===== src/rtl/encoder_fec_pkg.sv =====
// Shared types and constants for the FEC Hamming encoder path
// and the arbiter that multiplexes message sources onto it.
package encoder_fec_pkg;

   typedef logic [7:0]  message_data_t;
   typedef logic [15:0] encoded_message_data_t;

   typedef enum logic [1:0] {
      IDLE,
      ISSUE,
      WAIT,
      DELIVER
   } arb_state_t;

   localparam int ENC_TIMEOUT_DEFAULT = 15;

endpackage


===== src/rtl/rr_arbiter.sv =====
// Combinational round-robin picker: first asserted request searching
// upward from last_grant+1, wrapping at NUM_REQ.
module rr_arbiter #(
   parameter int NUM_REQ = 4,
   parameter int IDW     = $clog2(NUM_REQ)
) (
   input  logic [NUM_REQ-1:0] req,
   input  logic [IDW-1:0]     last_grant,
   output logic [NUM_REQ-1:0] grant,
   output logic [IDW-1:0]     grant_idx,
   output logic               any_valid
);

   int             cand;
   logic [IDW-1:0] cidx;

   // The last offset tried is last_grant itself, so a lone requester can win twice in a row.
   always_comb begin
      grant     = '0;
      grant_idx = '0;
      any_valid = 1'b0;
      cand      = 0;
      cidx      = '0;
      for (int off = 1; off <= NUM_REQ; off++) begin
         cand = (int'(last_grant) + off) % NUM_REQ;
         cidx = IDW'(cand);
         if (!any_valid && req[cidx]) begin
            any_valid   = 1'b1;
            grant_idx   = cidx;
            grant[cidx] = 1'b1;
         end
      end
   end

endmodule


===== src/rtl/encoder_arbiter.sv =====
// Shares one Hamming encoder between NUM_REQ message sources: accepts one
// message at a time, issues it, captures the codeword and returns it tagged.
module encoder_arbiter
   import encoder_fec_pkg::*;
#(
   parameter int NUM_REQ = 4,
   parameter int TIMEOUT = ENC_TIMEOUT_DEFAULT
) (
   input  logic                         clk,
   input  logic                         rst_n,
   input  logic [NUM_REQ-1:0]           in_valid,
   input  message_data_t [NUM_REQ-1:0]  in_data,
   output logic [NUM_REQ-1:0]           in_ready,
   output logic                         enc_en,
   output logic                         enc_req,
   output message_data_t                enc_data,
   input  logic                         enc_ack,
   input  encoded_message_data_t        enc_data_out,
   output logic                         out_valid,
   output logic [$clog2(NUM_REQ)-1:0]   out_id,
   output encoded_message_data_t        out_data,
   input  logic                         out_ready,
   output logic                         err_timeout
);

   localparam int IDW = $clog2(NUM_REQ);

   arb_state_t            state_q, state_d;
   logic [IDW-1:0]        last_grant_q, last_grant_d;
   message_data_t         msg_q, msg_d;
   logic [IDW-1:0]        id_q, id_d;
   logic [7:0]            cnt_q, cnt_d;
   logic                  out_valid_q, out_valid_d;
   encoded_message_data_t out_data_q, out_data_d;
   logic [IDW-1:0]        out_id_q, out_id_d;
   logic                  err_q, err_d;

   logic [NUM_REQ-1:0]    grant;
   logic [IDW-1:0]        grant_idx;
   logic                  any_valid;

   rr_arbiter #(
      .NUM_REQ (NUM_REQ),
      .IDW     (IDW)
   ) u_rr_arbiter (
      .req        (in_valid),
      .last_grant (last_grant_q),
      .grant      (grant),
      .grant_idx  (grant_idx),
      .any_valid  (any_valid)
   );

   always_ff @(posedge clk or negedge rst_n) begin
      if (!rst_n) begin
         state_q      <= IDLE;
         last_grant_q <= IDW'(NUM_REQ - 1);
         msg_q        <= '0;
         id_q         <= '0;
         cnt_q        <= '0;
         out_valid_q  <= 1'b0;
         out_data_q   <= '0;
         out_id_q     <= '0;
         err_q        <= 1'b0;
      end else begin
         state_q      <= state_d;
         last_grant_q <= last_grant_d;
         msg_q        <= msg_d;
         id_q         <= id_d;
         cnt_q        <= cnt_d;
         out_valid_q  <= out_valid_d;
         out_data_q   <= out_data_d;
         out_id_q     <= out_id_d;
         err_q        <= err_d;
      end
   end

   // An ack arriving in the same cycle the count expires takes priority over the abort.
   always_comb begin
      state_d      = state_q;
      last_grant_d = last_grant_q;
      msg_d        = msg_q;
      id_d         = id_q;
      cnt_d        = cnt_q;
      out_valid_d  = out_valid_q;
      out_data_d   = out_data_q;
      out_id_d     = out_id_q;
      err_d        = 1'b0;
      case (state_q)
         IDLE: begin
            if (any_valid) begin
               msg_d        = in_data[grant_idx];
               id_d         = grant_idx;
               last_grant_d = grant_idx;
               state_d      = ISSUE;
            end
         end
         ISSUE: begin
            cnt_d   = '0;
            state_d = WAIT;
         end
         WAIT: begin
            if (enc_ack) begin
               out_data_d  = enc_data_out;
               out_id_d    = id_q;
               out_valid_d = 1'b1;
               state_d     = DELIVER;
            end else if (cnt_q + 8'd1 == 8'(TIMEOUT)) begin
               err_d   = 1'b1;
               state_d = IDLE;
            end else begin
               cnt_d = cnt_q + 8'd1;
            end
         end
         DELIVER: begin
            if (out_ready) begin
               out_valid_d = 1'b0;
               state_d     = IDLE;
            end
         end
         default: state_d = IDLE;
      endcase
   end

   always_comb begin
      in_ready = (state_q == IDLE) ? grant : '0;
      enc_en   = (state_q == ISSUE);
      enc_req  = (state_q == ISSUE);
   end

   assign enc_data    = msg_q;
   assign out_valid   = out_valid_q;
   assign out_data    = out_data_q;
   assign out_id      = out_id_q;
   assign err_timeout = err_q;

endmodule


===== config.mk =====
export PLATFORM = sky130hd
export DESIGN_NAME = encoder_arbiter
export DESIGN_NICKNAME = d
export VERILOG_FILES = /design/src/rtl/encoder_fec_pkg.sv /design/src/rtl/rr_arbiter.sv /design/src/rtl/encoder_arbiter.sv
export SDC_FILE = /design/constraint.sdc
export NUM_CORES = 1
export LEC_CHECK = 0
export BUFFER_PORTS_ARGS = -buffer_cell sky130_fd_sc_hd__buf_4
export CAP_MARGIN = 20
export CORE_AREA = 2 2 69 84
export DETAILED_ROUTE_END_ITERATION = 8
export DIE_AREA = 0 0 71 86
export GPL_TIMING_DRIVEN = 0
export PLACE_DENSITY = 0.83
export SLEW_MARGIN = 20
export SYNTH_ARGS = -nofsm -noshare
export SYNTH_HDL_FRONTEND = slang
export SYNTH_HIERARCHICAL = 1
export SYNTH_SLANG_ARGS = --single-unit

===== constraint.sdc =====
create_clock -name clk -period 5.4 [get_ports clk]
set_clock_uncertainty 0.05 [all_clocks]
set_input_delay 0.27 -clock clk [delete_from_list [all_inputs] [get_ports clk]]
set_output_delay 0.27 -clock clk [all_outputs]
set_load 0.01 [all_outputs]

Word-level counts from Yosys, hierarchy flattened
Cells that the tools add are included.

$add $sub $neg: 5. $lt $le $gt $ge: 9. Equal/unequal tests: 10. Muxes and demuxes: 45. Bitwise operators: 3. Reduce and logical (&&, ||, !) cells: 18.

Operators with widths (number): $mux W8 (3); $mux W4 (5); $mux W1 (17); $bmux W8 S2 (1); $mux W2 (8); $pmux W8 S2 (1); $lt A2 B3 Y1 const B (5); $or A4 B4 Y4 (3); $ne A2 B2 Y1 const B (5); $reduce_and A3 Y1 (3); $add A8 B1 Y8 const B (1); $bmux W1 S2 (4); $demux W1 S2 (4); $eq A8 B4 Y1 const B (1); $ge A2 B1 Y1 const B (4); $pmux W2 S4 (1); $logic_and A1 B1 Y1 (7); $add A2 B1 Y2 const B (2); $add A2 B2 Y2 const B (2); $eq A2 B2 Y1 const B (2); $reduce_and A2 Y1 (2); $reduce_bool A2 Y1 (2); $logic_not A1 Y1 (3); $ne A3 B3 Y1 const B (1); 3 further kinds (3).

Register bits: 42. Input bits: 56. Output and inout bits: 34. Logic and storage cells: 99.

Logic depth before layout (Yosys ltp)
Gate-level depths: netlist of run 1.

Depth in word-level cells: 15. Mapped depth: 12.

By module
The synthesis of run 1 kept the hierarchy.

By module, submodules not included: encoder_arbiter (instances 1, cells an instance 181, area each 2187.1 µm²); rr_arbiter (instances 1, cells an instance 86, area each 629.4 µm²).

Least setup slack after synthesis of run 1
Ideal clock, no wire load.

Kind: reg-to-reg. Start point: register last_grant_q[0]. End point: register msg_q[0], in the netlist enc_data[0]. Arrival: 3.283 ns. Data required time: 5.225 ns. Setup slack: 1.943 ns. Stages on the path, launching flop included: 13. Clock period less this slack: 3.457 ns. Cells stage by stage: dfstp_2 -> buf_6 -> buf_2 -> inv_1 -> ha_1 -> clkbuf_1 -> a21oi_1 -> a211oi_1 -> a311o_1 -> a221oi_1 -> buf_2 -> mux4_2 -> mux2_2.

Word-level cells in the longest chain between the ends: 15.

RTL lines: start: declaration (RTL line encoder_arbiter.sv:29) `logic [IDW-1:0] last_grant_q, last_grant_d;`; start signal: assignment (RTL line encoder_arbiter.sv:56) `last_grant_q <= IDW'(NUM_REQ - 1);`; start signal: assignment (RTL line encoder_arbiter.sv:66) `last_grant_q <= last_grant_d;`; $add A2 B1 Y2 (RTL line rr_arbiter.sv:25) `cand = (int'(last_grant) + off) % NUM_REQ;`; $bmux W1 S2 (RTL line rr_arbiter.sv:27) `if (!any_valid && req[cidx]) begin`; $mux W1 (not written as such) (RTL line rr_arbiter.sv:27); $mux W1 (RTL line rr_arbiter.sv:27); $logic_not A1 Y1 (RTL line rr_arbiter.sv:27); $logic_and A1 B1 Y1 (RTL line rr_arbiter.sv:27); $mux W1 (RTL line rr_arbiter.sv:27); $logic_not A1 Y1 (RTL line rr_arbiter.sv:27); $logic_and A1 B1 Y1 (RTL line rr_arbiter.sv:27); $mux W1 (RTL line rr_arbiter.sv:27); $logic_not A1 Y1 (RTL line rr_arbiter.sv:27); $logic_and A1 B1 Y1 (RTL line rr_arbiter.sv:27); $mux W2 * (RTL line rr_arbiter.sv:27); net grant_idx[0] (RTL line encoder_arbiter.sv:39) `logic [IDW-1:0] grant_idx;`; $bmux W8 S2 * (RTL line encoder_arbiter.sv:91) `msg_d = in_data[grant_idx];`; $mux W8 (not written as such) * (RTL line encoder_arbiter.sv:91); end signal: assignment (RTL line encoder_arbiter.sv:67) `msg_q <= msg_d;`; end: declaration (RTL line encoder_arbiter.sv:30) `message_data_t msg_q, msg_d;`.

The timed path passes the listed nets; every way through them passes the cells marked *. The select of a mux whose other input is x is not followed. A chain may end at the register's enable or synchronous reset.

Worst setup path after layout of run 1
Start point: register last_grant_q[0]. End point: register msg_q[7], in the netlist enc_data[7].

Same word-level chain as after synthesis.

==> results_dict.tcl, run 1 <==
set metrics [dict create \
    globalRouteOverflowTotal 0 \
    cp-end-kind "flop" \
    nets 432 \
    synth_fp_nets 338 \
    avgSynthCellArea_um2 10.55 \
    rows 29 \
    cp-start-kind "flop" \
    finalCriticalPeriod_ns 3.992 \
    fillCellCount 386 \
    drt-wirelength-per-cell_um 16.70 \
    placed_area_um2 3540 \
    reg2reg_slack_ns 1.41 \
    setup_tns_ns 0 \
    synthCells 267 \
    synthTopCellsByArea "dfrtp_1, mux2_2, mux4_2" \
    vias 2458 \
    fin_area_um2 3640 \
    endpoint "enc_data[7]" \
    rsz0062_at_grt "no" \
    die_area_um2 6106 \
    cts_buffer_depth 2 \
    place.detailed.hpwl_um 5352 \
    drt_iter0_markers 145 \
    synthDistinctLibCells 49 \
    max_stage_delay_ns 0.60 \
    antenna_cells 0 \
    drcViolationCount 0 \
    timing.critical_path.depth 11 \
    grt_max_degree 43 \
    cts_root_buf "clkbuf_8" \
    io_pins 90 \
    reg2reg_from "last_grant_q[0]" \
    synth_edf_count 0 \
    cp_slowest_cell "dfstp_2" \
    grt_antenna_before_repair 0 \
    relSlewSlack 0.5842 \
    finalSetupViolations 0 \
    crit_type "flop to flop" \
    clk_pin_slew_ns 0.09 \
    max_freq_mhz 250.5 \
    grt_pass1_vias 2456 \
    coreArea_um2 5261 \
    crit_fanout 10 \
    drtAntennaViolNets 0 \
    cts_tree "yes" \
    cp.arrival_ns 4.13 \
    r2r_cells 11 \
    startpoint "last_grant_q[0]" \
    final.period_utilization 0.7393 \
    synth_warnings 6 \
    final_common_cell "buf_4" \
    hold_class "primary input to flop" \
    cts_buffers 5 \
    insertion_delay_ns 0.29 \
    async_reset_ff_frac 1.000 \
    yosys.area.top_type "dfrtp_1" \
    drive_gt1_frac 0.4088 \
    crit_buf_inv 6 \
    p_leak_uw 0.001707 \
    synthesis.area_um2 2816 \
    yosys_most_used_dff "dfrtp_1" \
    track_usage 0.2416 \
    initial_core_util 0.5353 \
    worstMarginPinSlew_ns 0.6063 \
    ys_ff_latch 42 \
    crit_required_ns 5.54 \
    area_growth_pct 29.23 \
    viasPerCell 5.797 \
    final_cell_mix "buf_4, dfrtp_1, mux2_2" \
    p_per_area_nw_per_um2 514.2 \
    post-synth-top-area-fraction 0.3554 \
    postCtsSetupBuffers 0 \
    drv_cap 0 \
    r2r_end "enc_data[7]" \
    synth_seq_area_share 0.3741 \
    grt_pass1_wl_um 11850 \
    cts_sinks 42 \
    outcome "completed" \
    gp_congestion 0.9069 \
    htree_levels 2 \
    hold_viol_final 0 \
    hold_depth 2 \
    slew_viol_final 0 \
    path_delay_family "buffers and inverters" \
    wirelength_um 7079 \
    die_h_um 86 \
    path_cells "buf_6 -> buf_2 -> inv_1 -> ha_1 -> clkbuf_1 -> inv_1 -> a311o_1 -> a221oi_1 -> buf_2 -> mux4_2 -> mux2_2" \
    die_width_um 71 \
    drt-pass1-iter-count 4 \
    peakVddDrop_uv 356.5 \
    io_buffers 86 \
]
## kinds of logic (layout without fill, tap and decap cells)
| kind of cell | after synthesis | in the layout | share of synthesized area |
|---|---|---|---|
| mux | 45 | 45 | 0.2181 |
| buf+inv | 38 | 133 | 0.05953 |
| simple gates | 77 | 77 | 0.1524 |
| flops | 42 | 42 | 0.3741 |
| xor+xnor | 1 | 1 | 0.003110 |
| fa+ha+maj | 15 | 15 | 0.06664 |
| compound gates | 49 | 49 | 0.1262 |
## cell usage after synthesis, types with 6 or more instances
master	n
dfrtp_1	40
clkbuf_1	9
mux2_2	27
nand2_1	22
ha_1	15
inv_1	21
mux2i_1	7
and2_1	6
nor3_1	6
o21ai_0	6
nand4_1	8
mux4_2	10
a31oi_1	8
nor2_1	8
## where the power goes
group	internal, uW	total [uW]	switching (uW)	leakage, uW
Sequential	451	544	93.1	0.000515
Clock	90.8	202	112	0.0000441
Combinational	565	1130	560	0.00115
Total	1110	1870	765	0.00171
## cell type report
class	count	area [um^2]	share of cell area
Tap cell	62	77.57	0.02131
Clock inverter	3	21.27	0.005844
Multi-Input combinational cell	187	1595	0.4383
Timing Repair Buffer	87	655.6	0.1801
Buffer	17	88.84	0.02441
Inverter	21	78.83	0.02166
Clock buffer	5	68.82	0.01891
Sequential cell	42	1054	0.2894
## worst min path at each step
stage | from | to | slack (ns)
floorplan | rst_n | cnt_q[0] | -0.08
detailed placement | rst_n | out_valid | 0.24
global placement | rst_n | state_q[0] | 0.24
global route | enc_data_out[8] | out_data[8] | 0.14
CTS | enc_data_out[14] | out_data[14] | 0.14
finish | enc_data_out[14] | out_data[14] | 0.15
## per-layer routing
layer / part of all wire / routed length (um) / global-route usage / up-vias
met4: 0.017 / 123 / 0.07204 / 0
met1: 0.40 / 2835 / 0.2903 / 1180
met3: 0.058 / 409 / 0.05170 / 12
met5: 0 / 0 / 0 / -
li1: - / - / - / 1176
met2: 0.52 / 3711 / 0.4325 / 90
## stage by stage
| step | hold slack (ns) | instances | worst slack, ns | util | power [uW] |
|---|---|---|---|---|---|
| floorplan | -0.07559 | 267 | 1.943 | - | 1265 |
| finish | 0.1537 | 424 | 1.408 | 0.6918 | 1872 |
| global placement | 0.2373 | 415 | 1.547 | 0.6728 | 1624 |
| CTS | 0.1443 | 424 | 1.437 | 0.6918 | 1880 |
| detailed placement | 0.2383 | 415 | 1.437 | 0.6728 | 1668 |
| global route | 0.1367 | 424 | 1.170 | 0.6918 | 2006 |
## repair_timing
item,CTS,global route
endpoints found under the hold margin,40,0
resized for setup,0,0
hold buffers,1,0
## state kept, by name, indices dropped and copies added (netlist names)
register      cells
state_q           2
err_timeout       1
cnt_q             8
id_q              2
last_grant_q      2
out_id            2
out_valid         1
enc_data          8
out_data         16
No activity file was read; power rests on OpenSTA's default activity.
==> run 2, diff against run 1 <==
--- a/config.mk
+++ b/config.mk
@@ -5,13 +5,14 @@
 export SDC_FILE = /design/constraint.sdc
 export NUM_CORES = 1
 export LEC_CHECK = 0
+export ABC_AREA = 1
 export BUFFER_PORTS_ARGS = -buffer_cell sky130_fd_sc_hd__buf_4
 export CAP_MARGIN = 20
-export CORE_AREA = 2 2 69 84
+export CORE_AREA = 2 2 70 86
 export DETAILED_ROUTE_END_ITERATION = 8
-export DIE_AREA = 0 0 71 86
+export DIE_AREA = 0 0 72 88
 export GPL_TIMING_DRIVEN = 0
-export PLACE_DENSITY = 0.83
+export PLACE_DENSITY = 0.79
 export SLEW_MARGIN = 20
 export SYNTH_ARGS = -nofsm -noshare
 export SYNTH_HDL_FRONTEND = slang
==> constraint.sdc (replaced) <==
create_clock -name clk -period 4 [get_ports clk]
set_clock_uncertainty 0.05 [all_clocks]
set_input_delay 0.2 -clock clk [delete_from_list [all_inputs] [get_ports clk]]
set_output_delay 0.2 -clock clk [all_outputs]
set_load 0.01 [all_outputs]
==> results_dict.tcl, run 2 <==
set metrics [dict create \
    place.detailed.hpwl_um 5134 \
    fin_area_um2 3602 \
    outcome "completed" \
    cts_buffers 5 \
    htree_levels 2 \
    r2r_cells 14 \
    hold_viol_final 0 \
    met3_usage 0.03913 \
    cts-hold-fix-buffers 1 \
    crit_fanout 10 \
    rsz0062_at_grt "no" \
    yosys.area.top_type "dfrtp_1" \
    drcViolationCount 0 \
    drive_gt1_frac 0.3333 \
    p_leak_uw 0.001805 \
    initial_core_util 0.4955 \
    ys_ff_latch 42 \
    coreArea_um2 5518 \
    synth_seq_area_share 0.3854 \
    synthTopCellsByArea "dfrtp_1, nand2_1, ha_1" \
    cts_buffer_depth 2 \
    drt-wirelength-per-cell_um 13.18 \
    max_freq_mhz 318.2 \
    cts_sinks 42 \
    synth_edf_count 0 \
    avgSynthCellArea_um2 8.041 \
    rows 30 \
    fillCellCount 478 \
    drv_cap 0 \
    slew_viol_final 0 \
    hp-start "enc_ack" \
    finalCriticalPeriod_ns 3.142 \
    placed_area_um2 3482 \
    cp-end-kind "flop" \
    r2r_end "enc_data[6]" \
    post-route-util 0.6528 \
    synth.most_common_cell "nand2_1" \
    antenna_cells 0 \
    met2_usage 0.3981 \
    io_pins 90 \
    cts_tree "yes" \
    crit_required_ns 4.16 \
    synthesis.area_um2 2734 \
    largest_reg_flops 16 \
    yosys_most_used_dff "dfrtp_1" \
    synth_warnings 6 \
    drtAntennaViolNets 0 \
    grt_max_degree 43 \
    finalSetupViolations 0 \
    final_cell_mix "buf_4, nand2_1, nor2_1" \
    gp_congestion 0.8812 \
    hold_class "primary input to flop" \
    p_per_area_nw_per_um2 848.1 \
    final.period_utilization 0.7856 \
    peakVddDrop_uv 604.2 \
    postCtsSetupBuffers 0 \
    reg2reg_slack_ns 0.86 \
    die_h_um 88 \
    final_common_cell "buf_4" \
    grt_pass1_wl_um 10940 \
    vias 2576 \
    area_growth_pct 31.76 \
    yosys-top-cells-count "nand2_1, nor2_1, dfrtp_1" \
    viasPerCell 5.131 \
    die_area_um2 6336 \
    grt_pass1_vias 2551 \
    io_buffers 89 \
    cp.arrival_ns 3.30 \
    worstHoldEndpoint "err_timeout" \
    synthDistinctLibCells 30 \
    synthCells 340 \
    gr-max-usage-layer "met2" \
    clk_pin_slew_ns 0.09 \
    worstMarginPinSlew_ns 0.5342 \
    nets 508 \
    holdWs_ns 0.01654 \
    drt_iter0_markers 257 \
    insertion_delay_ns 0.29 \
    wirelength_um 6618 \
    reg2reg_from "last_grant_q[1]" \
    crit_type "flop to flop" \
    grt_antenna_before_repair 0 \
    cts_resized 0 \
    relSlewSlack 0.6439 \
    cts_root_buf "clkbuf_8" \
    met1_usage 0.2523 \
    hold_depth 2 \
    async_reset_ff_frac 1.000 \
    track_usage 0.2145 \
    setup_tns_ns 0 \
    synth_fp_nets 411 \
    die_width_um 72 \
    globalRouteOverflowTotal 0 \
    drt-pass1-iter-count 4 \
    cp-start-kind "flop" \
    post-synth-top-area-fraction 0.3661 \
]
==> run 2: cell types whose count changed after synthesis, sizes merged, moves of 7 or more <==
cell,previous run,this run
inv,21,31
mux2,28,16
mux2i,7,0
mux4,10,0
nand2,22,80
nand3,4,30
nor2,8,56
nor3,7,0
o21ai,6,22
==> run 2: critical path, stage by stage (launching register included) <==
cell      delay [ns]
dfstp_2         0.63
inv_1           0.18
ha_1            0.42
inv_2           0.09
nand3_4         0.13
nand2_4         0.08
nor2_4          0.13
buf_6           0.14
nand3_1         0.08
nand3_1         0.10
clkbuf_1        0.37
inv_1           0.25
nor2_1          0.16
o21ai_0         0.09
a31oi_1         0.18
==> run 2: final cells by class <==
cell class | instances | area [um^2] | share of cell area
plain buffers | 11 | 63.81 | 0.01771
multi-input cells | 256 | 1493 | 0.4144
repair buffers | 90 | 678.2 | 0.1883
clock buffers | 6 | 72.57 | 0.02015
flip-flops and latches | 42 | 1054 | 0.2925
clock inverters | 2 | 37.54 | 0.01042
inverters | 31 | 123.9 | 0.03439
well taps | 64 | 80.08 | 0.02223
==> run 2: worst max-delay path by stage <==
stage,slack [ns],end,depth (start not counted),startpoint
final,0.86,enc_data[6],14,last_grant_q[1]
after CTS,0.86,enc_data[6],14,last_grant_q[1]
after global placement,0.93,enc_data[6],14,last_grant_q[1]
after floorplan,1.35,enc_data[6],15,last_grant_q[0]
after detailed placement,0.86,enc_data[6],15,last_grant_q[0]
after global routing,0.57,enc_data[3],14,last_grant_q[1]
==> run 2: cells by family (layout without fill, tap and decap cells) <==
group,Yosys count,after routing,share of synthesized area
simple gates,179,179,0.3167
compound gates,45,45,0.09153
flops,42,42,0.3854
buf+inv,42,140,0.06865
mux,16,16,0.06590
fa+ha+maj,15,15,0.06865
xor+xnor,1,1,0.003204
==> run 2: routing by layer <==
layer,wire length [um],up-vias
met4,38,0
met5,0,-
met3,337,4
li1,-,1309
met1,2655,1191
met2,3587,72
==> run 2: power by group <==
group	switching, uW	leakage (uW)	internal [uW]
Sequential	119	0.000512	614
Clock	150	0.0000514	186
Combinational	1170	0.00124	811
==> run 2: per-stage QoR <==
stage | power (uW) | std cells | setup slack, ns
floorplan | 2070 | 340 | 1.353
global placement | 2653 | 493 | 0.9301
detailed placement | 2720 | 493 | 0.8619
CTS | 3066 | 502 | 0.8553
global route | 3327 | 502 | 0.5673
finish | 3055 | 502 | 0.8577
==> run 3, diff against run 2 <==
--- a/config.mk
+++ b/config.mk
@@ -8,11 +8,11 @@
 export ABC_AREA = 1
 export BUFFER_PORTS_ARGS = -buffer_cell sky130_fd_sc_hd__buf_4
 export CAP_MARGIN = 20
-export CORE_AREA = 2 2 70 86
+export CORE_AREA = 2 2 74 90
 export DETAILED_ROUTE_END_ITERATION = 8
-export DIE_AREA = 0 0 72 88
+export DIE_AREA = 0 0 76 92
 export GPL_TIMING_DRIVEN = 0
-export PLACE_DENSITY = 0.79
+export PLACE_DENSITY = 0.75
 export SLEW_MARGIN = 20
 export SYNTH_ARGS = -nofsm -noshare
 export SYNTH_HDL_FRONTEND = slang
==> constraint.sdc (replaced) <==
create_clock -name clk -period 2.6 [get_ports clk]
set_clock_uncertainty 0.05 [all_clocks]
set_input_delay 0.13 -clock clk [delete_from_list [all_inputs] [get_ports clk]]
set_output_delay 0.13 -clock clk [all_outputs]
set_load 0.01 [all_outputs]
==> results_dict.tcl, run 3 (synthesis results as in run 2) <==
set metrics [dict create \
    outcome "completed" \
    setup_tns_ns 0 \
    p_leak_uw 0.001882 \
    hold_viol_final 0 \
    crit_type "flop to flop" \
    hold_class "primary input to flop" \
    coreArea_um2 6206 \
    power.internal_uw 2743 \
    reg2reg_from "last_grant_q[0]" \
    rows 32 \
    cp.arrival_ns 2.68 \
    netSwitchingFraction 0.4609 \
    gp_congestion 0.8674 \
    p_clk_frac 0.088 \
    nets 520 \
    cts_buffers 5 \
    place.detailed.hpwl_um 5082 \
    drt_iter0_markers 123 \
    io_buffers 89 \
    hold_depth 2 \
    globalRouteOverflowTotal 0 \
    max_freq_mhz 397.5 \
    cts_sinks 42 \
    crit_top_cell "nor2_1" \
    cts_root_buf "clkbuf_8" \
    largest_reg_flops 16 \
    initial_core_util 0.4405 \
    cp-start-kind "flop" \
    netSwitchingPower_uw 2345 \
    final_cell_mix "buf_4, nand2_1, nor2_1" \
    die_area_um2 6992 \
    viasPerCell 4.970 \
    wirelength_um 6730 \
    drt-pass1-iter-count 4 \
    crit_fanout 13 \
    grt_max_degree 43 \
    timing.critical_path.depth 15 \
    worstMarginPinSlew_ns 0.5297 \
    crit_required_ns 2.76 \
    r2r_cells 15 \
    worstHoldEndpoint "out_data[15]" \
    fillCellCount 536 \
    die_h_um 92 \
    drv_cap 0 \
    vias 2659 \
    clk_pin_slew_ns 0.09 \
    path_cells "buf_8 -> inv_8 -> ha_4 -> inv_4 -> nand3_4 -> nand2_4 -> nor2_4 -> nand3_1 -> a21oi_2 -> buf_4 -> buf_6 -> nor2_1 -> nor2_1 -> o21ai_2 -> a31oi_1" \
    dpl_worst_slack_ns -0.3569 \
    cts_tree "yes" \
    p_seq_frac 0.216 \
    p_comb_frac 0.696 \
    startpoint "last_grant_q[0]" \
    p_total_uw 5087 \
    path_delay_family "simple AND/OR/NAND/NOR gates" \
    io_pins 90 \
    cp-end-kind "flop" \
    drt-wirelength-per-cell_um 12.58 \
    grt_antenna_before_repair 0 \
    area_growth_pct 37.89 \
    max_stage_delay_ns 0.55 \
    final_common_cell "buf_4" \
    htree_levels 2 \
    r2r_end "enc_data[2]" \
    cp_slowest_cell "dfstp_2" \
    fin_area_um2 3770 \
    relSlewSlack 0.6469 \
    hp-start "enc_data_out[15]" \
    grt_pass1_vias 2524 \
    grt_pass1_wl_um 10850 \
    reg2reg_slack_ns 0.08 \
    antenna_cells 0 \
    insertion_delay_ns 0.29 \
    worst_slack_ns 0.08451 \
    p_per_area_nw_per_um2 1349 \
    finalCriticalPeriod_ns 2.515 \
    peakVddDrop_uv 1117 \
    drcViolationCount 0 \
    drive_gt1_frac 0.3733 \
    finalSetupViolations 0 \
    placed_area_um2 3510 \
    crit_buf_inv 5 \
    final.period_utilization 0.9675 \
    die_width_um 76 \
    cts_buffer_depth 2 \
    slew_viol_final 0 \
    drtAntennaViolNets 0 \
    track_usage 0.1877 \
]
==> run 3: changes by cell type in the layout (fill, tap and decap cells not counted), moves of 2 or more <==
cell	previous run	this run
inv_4	0	2
o21ai_0	21	11
o21ai_1	1	9
buf_4	90	102
inv_1	26	24
clkbuf_1	6	2
o21ai_2	0	2
==> run 3: worst max-delay path by stage <==
stage,to
2_1_floorplan,enc_data[0]
3_3_place_gp,enc_data[3]
3_5_place_dp,enc_data[3]
4_1_cts,id_q[0]
5_1_grt,enc_data[2]
6_report,enc_data[2]
==> run 3: final cells by class <==
type	count	area (um^2)	share of cell area
Clock inverter	1	8.758	0.002323
Buffer	11	90.09	0.02390
Inverter	31	132.6	0.03518
Sequential cell	42	1054	0.2795
Clock buffer	7	86.33	0.02290
Multi-Input combinational cell	256	1524	0.4042
Timing Repair Buffer	102	768.2	0.2038
Tap cell	85	106.4	0.02821
==> run 3: metrics by stage <==
| step | hold slack (ns) | std cells | utilization |
|---|---|---|---|
| floorplan | -0.2156 | 340 | - |
| global placement | 0.09902 | 514 | 0.5655 |
| detailed placement | 0.1026 | 514 | 0.5655 |
| CTS | 0.002770 | 528 | 0.5929 |
| global route | 0.007904 | 535 | 0.6075 |
| finish | 0.01565 | 535 | 0.6075 |
==> run 3: worst reg2reg max path, cell delays in order, from the launching register on <==
cell and delay (ns):
dfstp_2 0.55, buf_8 0.12, inv_8 0.06, ha_4 0.31, inv_4 0.05, nand3_4 0.11
nand2_4 0.08, nor2_4 0.14, nand3_1 0.11, a21oi_2 0.14, buf_4 0.14, buf_6 0.14
nor2_1 0.05, nor2_1 0.14, o21ai_2 0.08, a31oi_1 0.16
==> run 3: power groups by stage <==
stage          clock network [uW]  registers [uW]  logic, uW
6_report                      448            1100       3540
5_1_grt                       493            1130       3880
4_1_cts                       464            1100       3210
3_5_place_dp                    0            1140       3030
3_3_place_gp                    0            1120       2960
2_1_floorplan                   0            1210       1980
==> run 3: timing repair <==
| action | CTS | global route |
|---|---|---|
| pin swaps | 0 | 7 |
| setup buffers | 4 | 6 |
| endpoints found under the hold margin | 41 | 0 |
| cloned | 0 | 1 |
| resized for setup | 9 | 27 |
| endpoints found under the setup margin | 16 | 15 |
| hold buffers | 2 | 0 |
==> run 3: routing by layer <==
metal  vias up  GRT usage  share of wire
met5         -          0              0
met4         0    0.04848         0.0067
met3         4    0.04528          0.059
met2        84     0.3631           0.55
met1      1232     0.2035           0.38
li1       1339          -              -
